===== src/rtl/gfx_fixed_pkg.sv =====
// Q16.16 fixed-point types and helpers shared by the geometry pipeline stages.
package gfx_fixed_pkg;

    typedef logic signed [31:0] fixed_t;
    typedef fixed_t [3:0] vec4_t;

    localparam int FRAC_BITS = 16;
    localparam fixed_t FIX_ONE = fixed_t'(32'd1 << FRAC_BITS);

    // True when |v| > 1.0; exactly +/-1.0 is still inside.
    function automatic logic fix_exceeds_one(fixed_t v);
        return (v > FIX_ONE) || (v < -FIX_ONE);
    endfunction

endpackage


===== src/rtl/recip_divider.sv =====
// Serial restoring divider computing floor(2^WIDTH / divisor), one quotient bit per cycle.
module recip_divider #(
    parameter int unsigned WIDTH = 32
) (
    input  logic             clk,
    input  logic             rst_n,
    input  logic             start,
    input  logic [WIDTH-1:0] divisor,
    output logic [WIDTH-1:0] quotient,
    output logic             done
);

    localparam int unsigned ITERS = WIDTH + 1;
    localparam int unsigned CW    = $clog2(ITERS + 1);

    logic [WIDTH-1:0] rem_q, quo_q, div_q;
    logic [CW-1:0]    cnt_q;
    logic [WIDTH:0]   rem_shift, rem_sub;
    logic             ge;

    // The dividend is a single 1 followed by WIDTH zeros, so only the first step shifts in a 1.
    always_comb begin
        rem_shift = {rem_q, cnt_q == CW'(ITERS)};
        rem_sub   = rem_shift - {1'b0, div_q};
        ge        = ~rem_sub[WIDTH];
    end

    always_ff @(posedge clk or negedge rst_n) begin
        if (!rst_n) begin
            rem_q <= '0;
            quo_q <= '0;
            div_q <= '0;
            cnt_q <= '0;
        end else if (start) begin
            rem_q <= '0;
            quo_q <= '0;
            div_q <= divisor;
            cnt_q <= CW'(ITERS);
        end else if (cnt_q != '0) begin
            rem_q <= ge ? rem_sub[WIDTH-1:0] : rem_shift[WIDTH-1:0];
            quo_q <= {quo_q[WIDTH-2:0], ge};
            cnt_q <= cnt_q - 1'b1;
        end
    end

    assign quotient = quo_q;
    assign done     = (cnt_q == CW'(1));

endmodule


===== src/rtl/perspective_divide.sv =====
// Perspective divide and viewport transform: clip-space (x,y,z,w) to NDC, pixel and clip flag.
module perspective_divide
    import gfx_fixed_pkg::*;
#(
    parameter int unsigned             WIDTH    = 32,
    parameter int unsigned             FRAC     = 16,
    parameter int unsigned             SCREEN_W = 320,
    parameter int unsigned             SCREEN_H = 180,
    parameter logic signed [WIDTH-1:0] W_MIN    = 32'h0000_0100
) (
    input  logic                               clk_in,
    input  logic                               rst_n_in,
    input  logic                               start,
    input  logic signed [3:0][WIDTH-1:0]       v_in,
    output logic signed [2:0][WIDTH-1:0]       ndc_out,
    output logic        [$clog2(SCREEN_W)-1:0] px_out,
    output logic        [$clog2(SCREEN_H)-1:0] py_out,
    output logic                               clipped,
    output logic                               busy,
    output logic                               done
);

    localparam int unsigned PXW = $clog2(SCREEN_W);
    localparam int unsigned PYW = $clog2(SCREEN_H);
    localparam int unsigned PW  = 2 * WIDTH;

    localparam logic signed [PW-1:0] HALF_W = PW'(SCREEN_W / 2);
    localparam logic signed [PW-1:0] HALF_H = PW'(SCREEN_H / 2);
    localparam logic signed [PW-1:0] PX_MAX = PW'(SCREEN_W - 1);
    localparam logic signed [PW-1:0] PY_MAX = PW'(SCREEN_H - 1);

    typedef enum logic [2:0] {StIdle, StDiv, StMul, StView, StRej, StDone} state_e;

    state_e           state_q, state_d;
    logic [1:0]       cnt_q, cnt_d;
    logic             div_start, div_done;
    logic [WIDTH-1:0] recip;
    fixed_t           x_q, y_q, z_q, nx_q, ny_q, nz_q;
    fixed_t           mul_a, mul_res;
    logic signed [PW-1:0] prod, prod_sh, px_sh, py_sh;
    logic [PXW-1:0]   px_v;
    logic [PYW-1:0]   py_v;
    logic             clip_v, w_low;

    assign w_low = $signed(v_in[3]) < W_MIN;
    assign busy  = (state_q != StIdle) && (state_q != StDone);
    assign done  = (state_q == StDone);

    always_comb begin
        state_d   = state_q;
        cnt_d     = cnt_q;
        div_start = 1'b0;
        unique case (state_q)
            StIdle, StDone: begin
                state_d = StIdle;
                if (start) begin
                    cnt_d = '0;
                    if (w_low) begin
                        state_d = StRej;
                    end else begin
                        state_d   = StDiv;
                        div_start = 1'b1;
                    end
                end
            end
            StDiv: begin
                if (div_done) begin
                    state_d = StMul;
                    cnt_d   = '0;
                end
            end
            StMul: begin
                cnt_d = cnt_q + 1'b1;
                if (cnt_q == 2'd2) state_d = StView;
            end
            StView: state_d = StDone;
            // Reject path is padded to two cycles so done lands two edges after start.
            StRej: begin
                cnt_d = cnt_q + 1'b1;
                if (cnt_q == 2'd1) state_d = StDone;
            end
            default: state_d = StIdle;
        endcase
    end

    recip_divider #(
        .WIDTH(WIDTH)
    ) u_recip (
        .clk     (clk_in),
        .rst_n   (rst_n_in),
        .start   (div_start),
        .divisor (v_in[3]),
        .quotient(recip),
        .done    (div_done)
    );

    // Single shared multiplier, stepped across x, y, z during MUL.
    always_comb begin
        unique case (cnt_q)
            2'd0:    mul_a = x_q;
            2'd1:    mul_a = y_q;
            default: mul_a = z_q;
        endcase
        prod    = PW'(mul_a) * PW'($signed(recip));
        prod_sh = prod >>> FRAC;
        if (&prod_sh[PW-1:WIDTH-1] || ~|prod_sh[PW-1:WIDTH-1]) begin
            mul_res = prod_sh[WIDTH-1:0];
        end else begin
            mul_res = prod_sh[PW-1] ? 32'sh8000_0000 : 32'sh7FFF_FFFF;
        end
    end

    always_comb begin
        px_sh = ((PW'(nx_q) + PW'(FIX_ONE)) * HALF_W) >>> FRAC;
        py_sh = ((PW'(FIX_ONE) - PW'(ny_q)) * HALF_H) >>> FRAC;
        if (px_sh < 0)           px_v = '0;
        else if (px_sh > PX_MAX) px_v = PX_MAX[PXW-1:0];
        else                     px_v = px_sh[PXW-1:0];
        if (py_sh < 0)           py_v = '0;
        else if (py_sh > PY_MAX) py_v = PY_MAX[PYW-1:0];
        else                     py_v = py_sh[PYW-1:0];
        clip_v = fix_exceeds_one(nx_q) | fix_exceeds_one(ny_q) | fix_exceeds_one(nz_q);
    end

    always_ff @(posedge clk_in or negedge rst_n_in) begin
        if (!rst_n_in) begin
            state_q <= StIdle;
            cnt_q   <= '0;
            x_q     <= '0;
            y_q     <= '0;
            z_q     <= '0;
            nx_q    <= '0;
            ny_q    <= '0;
            nz_q    <= '0;
            ndc_out <= '0;
            px_out  <= '0;
            py_out  <= '0;
            clipped <= 1'b0;
        end else begin
            state_q <= state_d;
            cnt_q   <= cnt_d;
            if (div_start) begin
                x_q <= v_in[0];
                y_q <= v_in[1];
                z_q <= v_in[2];
            end
            if (state_q == StMul) begin
                unique case (cnt_q)
                    2'd0:    nx_q <= mul_res;
                    2'd1:    ny_q <= mul_res;
                    default: nz_q <= mul_res;
                endcase
            end
            if (state_q == StView) begin
                ndc_out <= {nz_q, ny_q, nx_q};
                px_out  <= px_v;
                py_out  <= py_v;
                clipped <= clip_v;
            end
            if (state_q == StRej && cnt_q == 2'd1) begin
                ndc_out <= '0;
                px_out  <= '0;
                py_out  <= '0;
                clipped <= 1'b1;
            end
        end
    end

endmodule


===== config.mk =====
export PLATFORM = sky130hd
export DESIGN_NAME = perspective_divide
export DESIGN_NICKNAME = d
export VERILOG_FILES = /design/src/rtl/gfx_fixed_pkg.sv /design/src/rtl/recip_divider.sv /design/src/rtl/perspective_divide.sv
export SDC_FILE = /design/constraint.sdc
export NUM_CORES = 2
export LEC_CHECK = 0
export BUFFER_PORTS_ARGS = -buffer_cell sky130_fd_sc_hd__buf_2
export CAP_MARGIN = 0
export CORE_MARGIN = 5
export CORE_UTILIZATION = 45
export DETAILED_ROUTE_END_ITERATION = 8
export PLACE_DENSITY = 0.68
export SYNTH_ARGS = -nofsm -noshare
export SYNTH_HDL_FRONTEND = slang
export SYNTH_SLANG_ARGS = --single-unit

===== constraint.sdc =====
create_clock -name clk_in -period 10 [get_ports clk_in]
set_input_delay 1 -clock clk_in [delete_from_list [all_inputs] [get_ports clk_in]]
set_output_delay 1 -clock clk_in [all_outputs]
set_load 0.02 [all_outputs]

== Yosys cells after proc, flatten, opt, wreduce, memory -nomap -nowiden ==
Cells that the tools add are included.
Word-level totals
  register bits: 413
  input bits: 131
  output and inout port bits: 116
  logic and storage cells: 113
Cells by class
  $add $sub $neg: 5
  $mul: 3
  order comparisons: 11
  equal/unequal tests: 14
  multiplexer cells: 34
  bitwise logic cells: 4
  reduce and logical (&&, ||, !) cells: 24
Operators with widths (count)
  $mux 32: 7
  $mux 96: 2
  $gt 32x18->1 const B: 3
  $lt 32x17->1 const B: 3
  $mul 32x32->64: 1
  $pmux 32 s2: 1
  $mul 33x7->40 const B: 1
  $mul 33x4->37 const B: 1
  $mux 9: 4
  $add 32x18->33 const B: 1
  $sub 18x32->33 const A: 1
  $sub 33x32->33: 1
  $lt 32x10->1 const B: 1
  $mux 8: 4
  $gt 26x10->1 const B: 1
  $lt 26x1->1 const B: 1
  $gt 25x9->1 const B: 1
  $lt 25x1->1 const B: 1
  $reduce_and 17->1: 1
  $reduce_or 17->1: 1
  $mux 3: 5
  $pmux 3 s5: 1
  $mux 6: 2
  $ne 2x2->1 const B: 4
  26 further kinds: 46

== Depth between registers and ports, before layout ==
  word-level depth: 7
  depth in mapped cells: 40
  mapped depth without buffers: 34

== Modules after synthesis ==
From an unflattened synthesis, not the netlist that was laid out.
Unflattened totals
  cell total of the unflattened synthesis: 7049
  area, all modules: 63060.5 um^2
By module, submodules not included
  perspective_divide: instances 1, cells an instance 6352, area an instance 57126.0 um^2
  recip_divider: instances 1, cells an instance 697, area an instance 5934.4 um^2

== Worst setup path before layout ==
OpenSTA, ideal clock, no wires.
  path kind: register to register
  from: reg cnt_q[1]
  to: reg nz_q[28]
  setup time: 0.134 ns
  arrival: 9.950 ns
  slack: -0.083 ns
  cell stages (with the launch flop): 38
  path through: dfrtp_1 -> inv_1 -> ha_1 -> buf_2 -> nor2_1 -> clkbuf_1 -> nand2_1 -> nand2_1 -> clkbuf_1 -> nand2_1 -> inv_1 -> fa_1 -> fa_1 -> fa_1 -> inv_1 -> fa_1 -> inv_1 -> fa_1 -> (+2 left out) -> fa_1 -> inv_1 -> fa_1 -> ha_1 -> clkbuf_1 -> a21oi_1 -> o21ai_0 -> a21oi_1 -> nand4_1 -> nand2b_1 -> o2111a_1 -> or4_4 -> a2111oi_4 -> nand4_2 -> o2111ai_2 -> buf_4 -> buf_6 -> o211ai_2
On the way
  longest elaborated chain between the ends: 7
  elaborated cells between the ends (all ways): 13
  classes of those cells: mul: 1; eq/ne: 1; mux: 3; bitwise: 1; reduce/logical: 7
RTL lines
  start, declared: RTL line perspective_divide.sv:35  | logic [1:0] cnt_q, cnt_d;
  start signal, assigned: RTL line perspective_divide.sv:141  | cnt_q <= cnt_d;
  $eq 2x1->1 or $logic_not 2->1 (tied branches): RTL line perspective_divide.sv:99, perspective_divide.sv:148
  $pmux 32 s2: RTL line perspective_divide.sv:99  | unique case (cnt_q)
  $mul 32x32->64: RTL line perspective_divide.sv:104  | prod = PW'(mul_a) * PW'($signed(recip));
  $reduce_or 17->1: RTL line perspective_divide.sv:106  | if (&prod_sh[PW-1:WIDTH-1] || ~|prod_sh[PW-1:WIDTH-1]) begin
  $logic_not 1->1: RTL line perspective_divide.sv:106
  $logic_or 1x1->1: RTL line perspective_divide.sv:106
  $mux 32: RTL line perspective_divide.sv:106
  end signal, assigned: RTL line perspective_divide.sv:151  | default: nz_q <= mul_res;
  end, declared: RTL line perspective_divide.sv:38  | fixed_t x_q, y_q, z_q, nx_q, ny_q, nz_q;
Parallel ways exist; a longest one is shown, timed or not.
A chain may end at the register's enable or synchronous reset.

== Worst setup path in the final report ==
  from: reg cnt_q[0]
  to: reg nz_q[17]
The elaborated chain is that of the path after synthesis.

==> impl_metrics.ini <==
[critical_path]
reg2regPathDepth = 34
critPathCaptureType = flop
cp_data_arrival_time_ns = 10.11
timing.rr.start = cnt_q[0]$_DFFE_PN0P_
slowest_stage = fa_1
crit_type = reg2reg
crit_path_end = nz_q[17]$_DFFE_PN0P_
worstPathRequired_ns = 10.46
cp_max_fo = 32
rrSetupSlack_ns = 0.35
cp-startpoint = cnt_q[0]$_DFFE_PN0P_
startpoint_type = flop
critPathBufInv = 10
crit_family = adder cells
cp_num_cells = 34
cp_slowest_stage_delay_ns = 0.59
timing.rr.end = nz_q[17]$_DFFE_PN0P_
crit_top_cell = fa_1

[synthesis]
syn_inst = 6659
ys_seq_area_share_pct = 16.8
ys_seq_elements = 413
dominantRegCellSynth = dfrtp_1
synth_warnings = 0
synth.area.top_cells = fa_1 37%, dfrtp_1 17%, ha_1 7.8%
synth_area_um2 = 61500
netlist-cell-type-count = 85
syn_area_per_cell_um2 = 9.24
synth_top_area_share_pct = 37.2
yosys.area.top_type = fa_1
synth_nets = 8316
synth-edff-count = 0
async_flop_share_pct = 100

[route]
dr.pass1.iters = 5
wire_per_inst_um = 20.3
vias = 46900
drc_errors = 0
avgViaCountPerCell = 5.44
drtAntennaViolNets = 0
wl_um = 175000
drt-initial-drc-count = 3510

[job]
drv_cap = 0

[cts]
path_clk_slew_ns = 0.06
cts_made_buffers = 46
cts.path.max_buffers = 3
root_buffer = clkbuf_16
clkLatencyLatePin_ns = 0.62
ctsHoldBuffers = 0
cts_sinks = 413
cts_tree = built
ctsHtreeMaxLevel = 2

[global_routing]
use_met2_pct = 38.0
met1_usage_pct = 34.6
track_usage_pct = 24.3
first_global_vias = 49300
grt_first_pass_wirelength_um = 280000
grt_start_max_net_pins = 185
grt-busiest-layer = met2
overflow = 0
use_met3_pct = 4.81
antenna_found_initial = 3

[sta]
finalCritPeriodShare_pct = 96.5
finalMaxSlewViolations = 0
setup_viol = 0
worstMarginPinSlew_ns = 1.44
relSlewSlack_pct = 4.22
hold_violations = 0
setup_ws_ns = 0.350
skew_ns = 0.0251
fin_crit_ns = 9.65
max_freq_ghz = 0.104

[layout]
syn_to_final_growth_pct = 9.96
final_cell_mix = 1181 x inv_1, 1138 x fa_1, 1114 x nand2_1, 509 x and2_1, 413 x dfrtp_1
drive_gt1_share_pct = 9.45
fill_cells = 12500
final_nets = 8468
layout.cells.most_common = inv_1

[outcome]
status = completed

[floorplanning]
dieArea_um2 = 144000
core_um2 = 136000
fp.dieW_um = 380
die_h_um = 380
num_rows = 135
io_pins = 247
start_util_pct = 45.4

[place]
dp_hpwl_um = 144000
numPortBuffers = 246
place_ws_ns = -0.115
gp_congestion = 0.960

[worst_hold_path]
hold_path_class = reg2reg
holdPathStages = 2
hp-start = z_q[14]$_DFFE_PN0P_
==> state kept, by name, summed over array words and instances (netlist names), 2 cells and up <==
signal,count
cnt_q,2
ndc_out,96
nx_q,32
ny_q,32
nz_q,32
px_out,9
py_out,8
state_q,3
u_recip.cnt_q,6
u_recip.div_q,32
u_recip.quotient,32
u_recip.rem_q,32
x_q,32
y_q,32
z_q,32
==> cell type report <==
type                            count  area, um^2  area share [%]
Tap cell                         1781        2230            3.29
Sequential cell                   413       10300            15.3
Timing Repair Buffer              466        3420            5.06
Antenna cell                        1        2.50         0.00370
Timing Repair inverter              1        7.51          0.0111
Clock buffer                       58        1290            1.90
Multi-Input combinational cell   4700       45600            67.4
Clock inverter                     25         344           0.509
Inverter                         1183        4450            6.58
==> per-layer routing <==
metal	routed length [um]	vias to the layer above	share of wire [%]
li1	-	21100	-
met1	77100	23900	44
met2	78300	1677	45
met3	14500	264	8.3
met4	5250	0	3.0
met5	0	-	0
==> through the flow <==
step	area, um^2	util, %	TNS (ns)	hold slack, ns	std cells
4_1_cts	67300	49.6	0	0.477	8616
6_report	67600	49.9	0	0.477	8628
3_3_place_gp	65700	48.4	0	0.460	8533
2_1_floorplan	61500	-	0	0.436	6659
5_1_grt	67600	49.9	-0.0921	0.495	8628
3_5_place_dp	65700	48.4	-2.31	0.462	8533
==> cells by family after synthesis <==
family	count (synthesis)	synth area share (%)
AND/OR/NAND/NOR	2168	16.6
buffers and inverters	1546	9.51
adder cells (fa/ha/maj)	1527	45.0
AO/OA/AOI/OAI	807	9.16
flip-flops	413	16.8
XOR/XNOR	155	2.22
multiplexers	43	0.712
==> what timing repair did <==
action                                  CTS  global route
endpoints found under the setup margin   40            93
gates cloned                              0             4
resized for setup                         2            56
pin swaps                                 0            10
hold endpoints to repair                  0             0
buffers inserted                          0             7
==> Yosys cell counts, types with 12 or more instances <==
library cell / number
a21oi_1: 187
buf_1: 15
a22o_1: 90
o21ai_0: 134
o31ai_1: 16
o211ai_1: 37
fa_1: 1143
clkbuf_1: 326
buf_2: 16
or3_1: 21
mux2i_1: 37
inv_1: 1183
a311oi_1: 47
o221ai_1: 12
or2_2: 13
xnor2_1: 95
nand2b_1: 21
a211oi_1: 46
nor3_1: 56
nor2b_1: 23
o21bai_1: 14
o21a_1: 20
a22oi_1: 35
nand3_1: 57
ha_1: 383
dfrtp_1: 413
xor2_1: 59
a31oi_1: 13
nand2_1: 1122
nand4_1: 39
nor2_1: 208
nor3b_1: 12
nor4_1: 35
a21o_1: 43
and2_1: 511
and3_1: 19
==> worst min path at each step <==
stage / endpoint / slack (ns)
after floorplan: z_q[0]$_DFFE_PN0P_ / 0.44
after detailed placement: z_q[14]$_DFFE_PN0P_ / 0.46
final: z_q[14]$_DFFE_PN0P_ / 0.48
after CTS: z_q[14]$_DFFE_PN0P_ / 0.48
after global routing: z_q[0]$_DFFE_PN0P_ / 0.49
after global placement: y_q[28]$_DFFE_PN0P_ / 0.46
==> worst register-to-register path: cells and delay by family (launching register included) <==
| family | cells | cell delay (ns) |
|---|---|---|
| compound gates | 8 | 1.74 |
| fa+ha+maj | 10 | 4.63 |
| buf+inv | 10 | 1.27 |
| flops | 1 | 0.38 |
| simple gates | 6 | 1.45 |
Power is left out: the tool's default activity adds up to more than one toggle a clock period on the data nets, which glitch-free logic cannot reach.
